--- src/rtl/perceptron_pkg.sv ---
// Shared types and constants for the perceptron operand loader.
// Opcodes live in the top two bits of a header byte.
package perceptron_pkg;

   localparam int N_TAPS_DEF = 4;

   localparam logic [1:0] OP_NOP      = 2'b00;
   localparam logic [1:0] OP_LOAD_ALL = 2'b01;
   localparam logic [1:0] OP_LOAD_X   = 2'b10;
   localparam logic [1:0] OP_BAD      = 2'b11;

   typedef enum logic [1:0] {
      IDLE,
      LOAD_W,
      LOAD_X,
      STREAM
   } state_t;

   typedef enum logic {
      SEL_W,
      SEL_X
   } rf_sel_t;

endpackage

--- src/rtl/perceptron_operand_rf.sv ---
// X/W operand storage: one write port, one shared read index.
// Both banks clear asynchronously so a reset leaves no stale operands.
import perceptron_pkg::*;

module perceptron_operand_rf #(
   parameter int N_TAPS = N_TAPS_DEF,
   parameter int IW     = $clog2(N_TAPS) + 1
) (
   input  logic          clk,
   input  logic          rst_n,
   input  logic          wr_en,
   input  rf_sel_t       wr_sel,
   input  logic [IW-1:0] wr_idx,
   input  logic [7:0]    wr_data,
   input  logic [IW-1:0] rd_idx,
   output logic [7:0]    rd_x,
   output logic [7:0]    rd_w
);

   localparam int AW = $clog2(N_TAPS);

   logic [7:0] x_mem [N_TAPS];
   logic [7:0] w_mem [N_TAPS];

   logic [AW-1:0] wa;
   logic [AW-1:0] ra;

   assign wa = wr_idx[AW-1:0];
   assign ra = rd_idx[AW-1:0];

   always_ff @(posedge clk or negedge rst_n) begin
      if (!rst_n) begin
         for (int i = 0; i < N_TAPS; i++) begin
            x_mem[i] <= '0;
            w_mem[i] <= '0;
         end
      end else if (wr_en) begin
         if (wr_sel == SEL_X)
            x_mem[wa] <= wr_data;
         else
            w_mem[wa] <= wr_data;
      end
   end

   assign rd_x = x_mem[ra];
   assign rd_w = w_mem[ra];

endmodule

--- src/rtl/perceptron_loader.sv ---
// Byte-stream loader feeding (input, weight) pairs to a MAC.
// Headers select weight+input load, input-only reload, or nop.
import perceptron_pkg::*;

module perceptron_loader #(
   parameter int N_TAPS = N_TAPS_DEF
) (
   input  logic       clk,
   input  logic       rst_n,
   input  logic       ena,
   input  logic [7:0] in_data,
   input  logic       in_valid,
   output logic       in_ready,
   output logic [7:0] x_out,
   output logic [7:0] w_out,
   output logic       pair_valid,
   input  logic       pair_ready,
   output logic       pair_last,
   output logic       busy,
   output logic       err
);

   localparam int IW = $clog2(N_TAPS) + 1;
   localparam logic [IW-1:0] LAST = IW'(N_TAPS - 1);

   state_t        state_q, state_d;
   logic [IW-1:0] idx_q, idx_d;
   logic          wl_q, wl_d;
   logic          err_q, err_d;
   logic          pv_q, pv_d;

   logic          byte_xfer;
   logic          pair_xfer;
   logic          rf_we;
   rf_sel_t       rf_sel;
   logic [1:0]    op;
   logic [7:0]    rd_x;
   logic [7:0]    rd_w;

   assign in_ready  = (state_q != STREAM);
   assign byte_xfer = in_valid & in_ready & ena;
   assign pair_xfer = pv_q & pair_ready & ena;
   assign op        = in_data[7:6];

   always_ff @(posedge clk or negedge rst_n) begin
      if (!rst_n) begin
         state_q <= IDLE;
         idx_q   <= '0;
         wl_q    <= 1'b0;
         err_q   <= 1'b0;
         pv_q    <= 1'b0;
      end else begin
         state_q <= state_d;
         idx_q   <= idx_d;
         wl_q    <= wl_d;
         err_q   <= err_d;
         pv_q    <= pv_d;
      end
   end

   always_comb begin
      state_d = state_q;
      idx_d   = idx_q;
      wl_d    = wl_q;
      err_d   = 1'b0;
      rf_we   = 1'b0;
      rf_sel  = SEL_W;
      unique case (state_q)
         IDLE: begin
            idx_d = '0;
            if (byte_xfer) begin
               unique case (op)
                  OP_LOAD_ALL: state_d = LOAD_W;
                  OP_LOAD_X: begin
                     if (wl_q) state_d = LOAD_X;
                     else      err_d   = 1'b1;
                  end
                  OP_BAD:  err_d = 1'b1;
                  default: ;
               endcase
            end
         end
         LOAD_W: begin
            if (byte_xfer) begin
               rf_we = 1'b1;
               if (idx_q == LAST) begin
                  idx_d   = '0;
                  wl_d    = 1'b1;
                  state_d = LOAD_X;
               end else begin
                  idx_d = idx_q + IW'(1);
               end
            end
         end
         LOAD_X: begin
            rf_sel = SEL_X;
            if (byte_xfer) begin
               rf_we = 1'b1;
               if (idx_q == LAST) begin
                  idx_d   = '0;
                  state_d = STREAM;
               end else begin
                  idx_d = idx_q + IW'(1);
               end
            end
         end
         STREAM: begin
            if (pair_xfer) begin
               if (idx_q == LAST) begin
                  idx_d   = '0;
                  state_d = IDLE;
               end else begin
                  idx_d = idx_q + IW'(1);
               end
            end
         end
         default: state_d = IDLE;
      endcase
      pv_d = (state_d == STREAM);
   end

   perceptron_operand_rf #(
      .N_TAPS (N_TAPS),
      .IW     (IW)
   ) u_rf (
      .clk     (clk),
      .rst_n   (rst_n),
      .wr_en   (rf_we),
      .wr_sel  (rf_sel),
      .wr_idx  (idx_q),
      .wr_data (in_data),
      .rd_idx  (idx_q),
      .rd_x    (rd_x),
      .rd_w    (rd_w)
   );

   // Operands read as zero whenever no pair is on offer.
   assign x_out      = pv_q ? rd_x : 8'h00;
   assign w_out      = pv_q ? rd_w : 8'h00;
   assign pair_valid = pv_q;
   assign pair_last  = pv_q & (idx_q == LAST);
   assign busy       = (state_q != IDLE);
   assign err        = err_q;

endmodule

--- config.mk ---
export PLATFORM = sky130hd
export DESIGN_NAME = perceptron_loader
export DESIGN_NICKNAME = d
export VERILOG_FILES = /design/src/rtl/perceptron_pkg.sv /design/src/rtl/perceptron_operand_rf.sv /design/src/rtl/perceptron_loader.sv
export SDC_FILE = /design/constraint.sdc
export NUM_CORES = 1
export LEC_CHECK = 0
export BUFFER_PORTS_ARGS = -buffer_cell sky130_fd_sc_hd__buf_2
export CORE_ASPECT_RATIO = 1.25
export CORE_MARGIN = 5
export CORE_UTILIZATION = 45
export CTS_BUF_LIST = sky130_fd_sc_hd__clkbuf_4 sky130_fd_sc_hd__clkbuf_8
export DETAILED_ROUTE_END_ITERATION = 12
export PLACE_DENSITY_LB_ADDON = 0.1
export SETUP_SLACK_MARGIN = 0.3
export SLEW_MARGIN = 25
export SYNTH_ARGS = -nofsm -noshare
export SYNTH_HDL_FRONTEND = slang
export SYNTH_SLANG_ARGS = --single-unit
--- constraint.sdc ---
create_clock -name clk -period 2.7 [get_ports clk]
set_input_delay 0.405 -clock clk [delete_from_list [all_inputs] [get_ports clk]]
set_output_delay 0.405 -clock clk [all_outputs]
set_load 0.01 [all_outputs]
==> results of run 1 <==
[sequential cells by signal (all words and copies together), names as in the netlist]
signal,flops
state_q,2
wl_q,1
u_rf.x_mem,32
u_rf.w_mem,32
err,1
pair_valid,1
idx_q,3
[routing by layer]
metal / track usage (%) / vias up
met3: 4.873 / 7
met1: 22.31 / 1069
met5: 0 / -
met2: 27.30 / 33
li1: - / 973
met4: 6.489 / 0
[per-stage QoR]
step                setup WS, ns  cells  utilization (%)
floorplan                 0.8362    246                -
detailed placement        0.4098    369            49.35
global route              0.2953    386            52.24
finish                    0.4127    386            52.24
CTS                       0.3406    385            52.05
global placement          0.5031    369            49.35
[critical path: stages (launching register included)]
cell	delay (ns)
sky130_fd_sc_hd__dfrtp_1	0.47
sky130_fd_sc_hd__ha_1	0.28
sky130_fd_sc_hd__nand3b_1	0.20
sky130_fd_sc_hd__nor3b_1	0.38
sky130_fd_sc_hd__and2_1	0.47
sky130_fd_sc_hd__mux2_2	0.38
[cells by family (layout without fill, tap and decap cells)]
logic type	after synthesis	after routing
compound gates	17	17
simple gates	44	44
fa+ha+maj	11	11
mux	82	82
flops	72	72
buf+inv	20	65
[layout make-up]
class / instances / area, um2
clock buffer: 13 / 166.4
timing repair buffer: 39 / 226.5
clock inverter: 3 / 40.04
inverter: 10 / 37.54
fill: 680 / 3700
multi-input combinational: 154 / 1654
sequential: 72 / 1804
tap: 95 / 118.9
[worst max path at each step]
stage,depth (start not counted),start,to,slack (ns)
2_1_floorplan,4,idx_q[0],w_out[0],0.84
3_3_place_gp,5,state_q[0],u_rf.w_mem[22],0.50
3_5_place_dp,5,state_q[0],u_rf.w_mem[16],0.41
4_1_cts,4,idx_q[0],w_out[4],0.34
5_1_grt,5,state_q[0],u_rf.w_mem[24],0.30
6_report,5,state_q[0],u_rf.w_mem[29],0.41
[placed cells by master, fill, tap and decap left out, types with 2 or more instances in the layout]
master,instances
sky130_fd_sc_hd__ha_1,11
sky130_fd_sc_hd__mux2_1,6
sky130_fd_sc_hd__buf_4,4
sky130_fd_sc_hd__mux4_2,16
sky130_fd_sc_hd__or3_1,2
sky130_fd_sc_hd__a21o_1,2
sky130_fd_sc_hd__nor2_1,3
sky130_fd_sc_hd__clkbuf_8,11
sky130_fd_sc_hd__nor3_1,3
sky130_fd_sc_hd__clkbuf_4,2
sky130_fd_sc_hd__mux2_2,59
sky130_fd_sc_hd__clkinv_2,2
sky130_fd_sc_hd__dfrtp_1,70
sky130_fd_sc_hd__nand2_1,3
sky130_fd_sc_hd__a21oi_1,5
sky130_fd_sc_hd__buf_2,33
sky130_fd_sc_hd__inv_1,10
sky130_fd_sc_hd__nand2_4,4
sky130_fd_sc_hd__dfrtp_2,2
sky130_fd_sc_hd__and2_2,3
sky130_fd_sc_hd__and3_1,2
sky130_fd_sc_hd__and2_1,18
[report_power, final]
| group | switching [uW] | leakage, uW | internal [uW] | total [uW] |
|---|---|---|---|---|
| registers | 272 | 0.000944 | 1510 | 1780 |
| clock network | 395 | 0.000110 | 495 | 890 |
| logic | 599 | 0.000961 | 880 | 1480 |
| total | 1270 | 0.00202 | 2880 | 4150 |
[repair_timing]
action | 4_1_cts | 5_1_grt
gates resized for setup | 2 | 4
setup endpoints to repair | 12 | 26
buffers inserted | 0 | 1
gates cloned | 0 | 0
==> summary.md, run 1 <==
| Metric | Value |
|---|---|
| DRC violation count after routing | `0` |
| Starting density of the core | `45.95%` |
| Die extent in x | `89.55 um` |
| Post-synthesis xor/xnor area fraction | `0%` |
| Highest net fanout along the worst path | `8` |
| Crit Path Category | `register to register` |
| First-pass GRT wire length | `12250 um` |
| Antenna viol nets, final | `0` |
| Endpoint of the worst register-to-register path | `u_rf.w_mem[29]` |
| Detail-routed net length per standard cell | `18.89 um` |
| Wire length after detailed routing | `~7300 um` |
| Critical path launch point type | `register` |
| CTS tree | `done` |
| Area growth from synthesis to layout | `13.71%` |
| Total of warnings raised by yosys | `0` |
| Met2 wirelength from detailed routing | `between 3000 and 4000 um` |
| Share of flip-flops with an asynchronous set or reset after synthesis | `100.0%` |
| Largest family of logic cells by synthesized area | `multiplexers` |
| Post-synthesis cell type count | `36` |
| Startpoint of the worst-slack reg-to-reg timing path | `state_q[0]` |
| Reg2Reg Setup Slack | `slightly above 0.4 ns` |
| Sequential fraction of the synthesis area | `between 50% and 60%` |
| Worst slew margin | `around 55%` |
| Clock latency of the later-clocked register in the worst-skew pair | `0.35 ns` |
| Via density | `5.394` |
| Library cell with the largest summed area after synthesis | `sky130_fd_sc_hd__dfrtp_1` |
| Number of hold-slack violations in the final timing report | `0` |
| Transition time of the tightest slew-check pin | `approximately 0.67 ns` |
| Final weighted congestion of routability-driven global placement | `0.8014` |
| Slew Viols, Final | `0` |
| Antenna violations before repair | `0` |
| Half-perimeter wire length of the detailed placement result | `4835 um` |
| Synthesized-area fraction occupied by adder cells | `a little under 4%` |
| Residual overflow from global routing | `0` |
| Synthesized-area fraction occupied by and/or/nand/nor cells | `8.120%` |
| Max_cap viols | `0` |
| DR top layer | `met4` |
| Clk root buf | `sky130_fd_sc_hd__clkbuf_8` |
| Post-Route M1 WL | `3254 um` |
| Via count of the first global-routing pass | `~2300` |
| Tightest Hold Check Type | `primary input to async pin` |
| Setup repair after global routing missed its margin | `false` |
| Iteration-0 DRC count of the detailed router | `between 60 and 70` |
| Cell Area, Placed | `3824 um2` |
| Number of enable-type register cells in the synthesized netlist | `0` |
| DR WL met3 | `265 um` |
| First-pass iteration count of the detailed router | `4` |
| Total standard cell area after synthesis | `3560 um2` |
| CTS max path bufs | `2` |
| Standard-cell row count | `36` |
| Count of H-tree levels built during CTS | `3` |
| Maximum number of pins on one net before global-route repair | `73` |
| I/O pin count | `34` |
| Final period utilization | `between 80% and 90%` |
| Count leader, synth | `sky130_fd_sc_hd__dfrtp_1` |
| Die Footprint | `9800 um2` |
| Net count after synthesis | `270` |
| Core footprint | `7747 um2` |
| # nets final | `310` |
| Data arrival at the endpoint of the critical path | `about 2.5 ns` |
| Aggregate global-route resource usage | `17.23%` |
| Setup violations, final | `0` |
| Worst-case reg-to-reg path depth | `5` |
| Sink count of the clock tree | `72` |
| Syn Inst Count | `246` |
| Outcome | `finished, final reports clean` |
| Power, Total | `4148 uW` |
| Maximum VDD drop | `approximately 0.48 mV` |
| Final clock skew | `~0.0066 ns` |
| Clock transition time at the flip-flop clock pins of the worst setup and hold paths | `around 0.08 ns` |
| Hold-fix buffers, CTS | `0` |
| Static power due to leakage | `0.002016 uW` |
| Critical path required time | `~2.9 ns` |
| Share of the synthesized area in compound gates (AO/OA/AOI/OAI) | `3.409%` |
| Seq cells post-synth | `72` |
| Fmax achieved | `437.2 MHz` |
| Share of post-route cells with drive strength above 1 | `48.80%` |
| Number of buffer cells added on primary ports | `33` |
| Most numerous cell types in the synthesized netlist | `72 x sky130_fd_sc_hd__dfrtp_1, 59 x sky130_fd_sc_hd__mux2_2, 21 x sky130_fd_sc_hd__and2_1` |
| Final critical delay including setup and external delays | `roughly 2.3 ns` |
| CTS Buf Count | `9` |
| Routed via count | `2082` |
| Area of all placed cells without fillers | `roughly 4000 um2` |
| Height of the chip | `109.4 um` |
| Hold WS | `just over 0.06 ns` |
| Largest cells by area after synthesis | `sky130_fd_sc_hd__dfrtp_1 51%, sky130_fd_sc_hd__mux2_2 19%, sky130_fd_sc_hd__mux4_2 10%` |
| Antenna diode count | `0` |
| Yosys top cell area share | `50.62%` |
| Total Negative Setup Slacks | `0 ns` |
| Average instance area after synthesis | `14.47 um2` |
| Ratio of total power to cell area | `approximately 1000 nW/um2` |
| Crit end category | `register` |
| Prevailing post-synth register cell | `sky130_fd_sc_hd__dfrtp_1` |
| Multiplexer area fraction after synthesis | `30.97%` |
No activity file was read; power rests on OpenSTA's default activity.
==> inputs of run 2 (changes only) <==
- clock period: 2.7 -> 1.9 ns (I/O delays scaled with it)
==> run 2 against run 1 <==
Net effect: the run now ends with negative setup slack left; clock skew rose by 0.0099 ns; combinational power rose by 140%; worst hold slack better by 0.26 ns; worst setup slack worse by 0.58 ns; utilization rose by 12 points; clock power increased by 70%; sequential power is 42% higher; cell count rose by 8.3%; critical path depth decreased by 1; first-iteration DRC count up 1.5%; non-clock buffer count up 32; flip-flop and latch count unchanged; highest routed layer unchanged.
==> summary.md, run 2 (synthesis gave the netlist of run 1 again) <==
| Metric | Value |
|---|---|
| Largest registers | `u_rf.w_mem (32), u_rf.x_mem (32), idx_q (3)` |
| Max_cap viols | `0` |
| Outcome | `finished, violations left` |
| Sw frac | `29.91%` |
| Core footprint | `7747 um2` |
| Maximum number of pins on one net before global-route repair | `73` |
| Combinational Power Share | `46.3%` |
| Die extent in x | `89.55 um` |
| Setup violations, final | `18` |
| Die Footprint | `9800 um2` |
| Reg2Reg Setup Slack | `-0.03 ns` |
| Violations in the final reports | `negative setup slack` |
| Antenna violations before repair | `0` |
| Worst slew margin | `between 70 and 80%` |
| Clk root buf | `sky130_fd_sc_hd__clkbuf_8` |
| DRC violation count after routing | `0` |
| Worst Min Path Start | `in_data[2]` |
| Antenna viol nets, final | `0` |
| Critical path launch point type | `register` |
| Max stage delay on crit path | `0.48 ns` |
| Slew Viols, Final | `0` |
| List of cells traversed by the critical path | `buf_4 > mux4_2 > and2_1 > buf_2` |
| Tightest Hold Check Type | `primary input to register` |
| CTS max path bufs | `2` |
| Sink of the worst hold path | `u_rf.w_mem[26]` |
| Static power due to leakage | `0.002402 uW` |
| Final critical delay including setup and external delays | `2.062 ns` |
| Fin cells | `418` |
| DP Cell Count | `roughly 390` |
| Power spent charging and discharging nets | `between 2000 and 2500 uW` |
| CTS tree | `done` |
| Wire length after detailed routing | `8305 um` |
| Via count of the first global-routing pass | `~2500` |
| Area growth from synthesis to layout | `39.47%` |
| Via density | `5.443` |
| Crit end category | `primary output` |
| Most common cell after layout, fill and taps aside | `sky130_fd_sc_hd__dfrtp_1` |
| Share of power burned in registers | `33.6%` |
| Smallest setup slack after layout | `-0.1624 ns` |
| Area of all placed cells without fillers | `4965 um2` |
| Half-perimeter wire length of the detailed placement result | `5193 um` |
| Clock latency of the later-clocked register in the worst-skew pair | `0.34 ns` |
| Routed via count | `2275` |
| # nets final | `342` |
| WP buf/inv | `2` |
| Count of H-tree levels built during CTS | `3` |
| Fmax achieved | `between 400 and 500 MHz` |
| Endpoint of the worst register-to-register path | `wl_q` |
| Iteration-0 DRC count of the detailed router | `67` |
| First-pass GRT wire length | `13440 um` |
| Highest-delay cell along the critical path | `sky130_fd_sc_hd__mux4_2` |
| I/O pin count | `34` |
| Highest net fanout along the worst path | `4` |
| Setup repair after global routing missed its margin | `true` |
| Crit path max-delay family | `multiplexers` |
| Final weighted congestion of routability-driven global placement | `0.8321` |
| Startpoint of the worst-slack reg-to-reg timing path | `idx_q[0]` |
| Internal power of the cells | `5287 uW` |
| Detail-routed net length per standard cell | `19.87 um` |
| First-pass iteration count of the detailed router | `4` |
| Residual overflow from global routing | `0` |
| CTS Buf Count | `9` |
| Cell Area, Placed | `4164 um2` |
| Most frequent cells in the layout | `71 x sky130_fd_sc_hd__dfrtp_1, 64 x sky130_fd_sc_hd__mux2_4, 27 x sky130_fd_sc_hd__buf_4, 19 x sky130_fd_sc_hd__and2_4, 19 x sky130_fd_sc_hd__buf_6` |
| Worst-case reg-to-reg path depth | `7` |
| Ratio of total power to cell area | `1519 nW/um2` |
| Share of the core filled with cells | `between 60% and 70%` |
| Standard-cell row count | `36` |
| Crit Path Category | `register to primary output` |
| Data arrival at the endpoint of the critical path | `approximately 1.8 ns` |
| Number of buffer cells added on primary ports | `33` |
| Final clock skew | `0.01652 ns` |
| Antenna diode count | `0` |
| Share of post-route cells with drive strength above 1 | `65.94%` |
| Final period utilization | `108.5%` |
| Height of the chip | `109.4 um` |
| Clock transition time at the flip-flop clock pins of the worst setup and hold paths | `about 0.090 ns` |
| Sink count of the clock tree | `slightly above 70` |
| Number of hold-slack violations in the final timing report | `0` |
| Proportion of power drawn by the clock network | `about a fifth` |
| Maximum VDD drop | `~0.94 mV` |
| Min-Delay Path Depth | `2` |
| Transition time of the tightest slew-check pin | `0.3987 ns` |
| Starting density of the core | `around 46%` |
| Aggregate global-route resource usage | `a little under a fifth` |
| Critical path required time | `1.62 ns` |
run 2: changes by cell type in the layout (fill, tap and decap cells not counted), sizes merged:
| cell | before | now |
|---|---|---|
| buf | 39 | 69 |
| clkinvlp | 0 | 3 |
| bufinv | 1 | 3 |
| clkbuf | 13 | 11 |
| clkinv | 2 | 0 |
| dlygate4sd3 | 0 | 1 |
run 2: power by group through the flow:
| stage | logic [uW] | registers (uW) | clock network (uW) |
|---|---|---|---|
| finish | 3490 | 2530 | 1510 |
| global route | 3740 | 2610 | 1620 |
| CTS | 3190 | 2510 | 1540 |
| detailed placement | 2580 | 2530 | 0 |
| global placement | 2530 | 2520 | 0 |
| floorplan | 1970 | 2400 | 0 |
run 2: worst max-delay path by stage:
stage	start	end	slack [ns]	cells past startpoint
after floorplan	state_q[0]	u_rf.w_mem[0]	0.16	6
after global placement	idx_q[0]	w_out[7]	0.1	4
after detailed placement	state_q[1]	u_rf.w_mem[25]	0.07	6
after CTS	idx_q[0]	w_out[7]	-0.16	4
after global routing	idx_q[0]	x_out[6]	-0.21	4
final	idx_q[0]	x_out[6]	-0.16	4
run 2: stage by stage:
step	hold WS, ns	setup TNS [ns]	total power [uW]	setup slack (ns)
2_1_floorplan	-0.01059	0	4377	0.1572
3_3_place_gp	0.3497	0	5051	0.09857
3_5_place_dp	0.3482	0	5112	0.06541
4_1_cts	0.2940	-2.217	7239	-0.1571
5_1_grt	0.3126	-3.742	7962	-0.2145
6_report	0.3170	-1.952	7542	-0.1624
run 2: repair_timing:
action,CTS,global route
gates cloned,0,1
pin swaps,13,12
endpoints found under the setup margin,88,89
endpoints found under the hold margin,72,0
buffers inserted,9,6
hold buffers,1,0
gates resized for setup,64,28
run 2: area by class of cell:
class / count / area, um2
clock inverter: 6 / 113.9
multi-input combinational: 154 / 2076
clock buffer: 10 / 137.6
tap: 95 / 118.9
timing repair buffer: 71 / 671.9
inverter: 10 / 43.79
sequential: 72 / 1803
fill: 559 / 2783
run 2: layer usage:
| layer | vias to the layer above | share of wire (%) | track usage (%) |
|---|---|---|---|
| met5 | - | 0 | 0 |
| met4 | 0 | 1.7 | 7.766 |
| met3 | 13 | 4.1 | 3.148 |
| met2 | 49 | 49 | 28.71 |
| met1 | 1182 | 45 | 24.89 |
| li1 | 1031 | - | - |
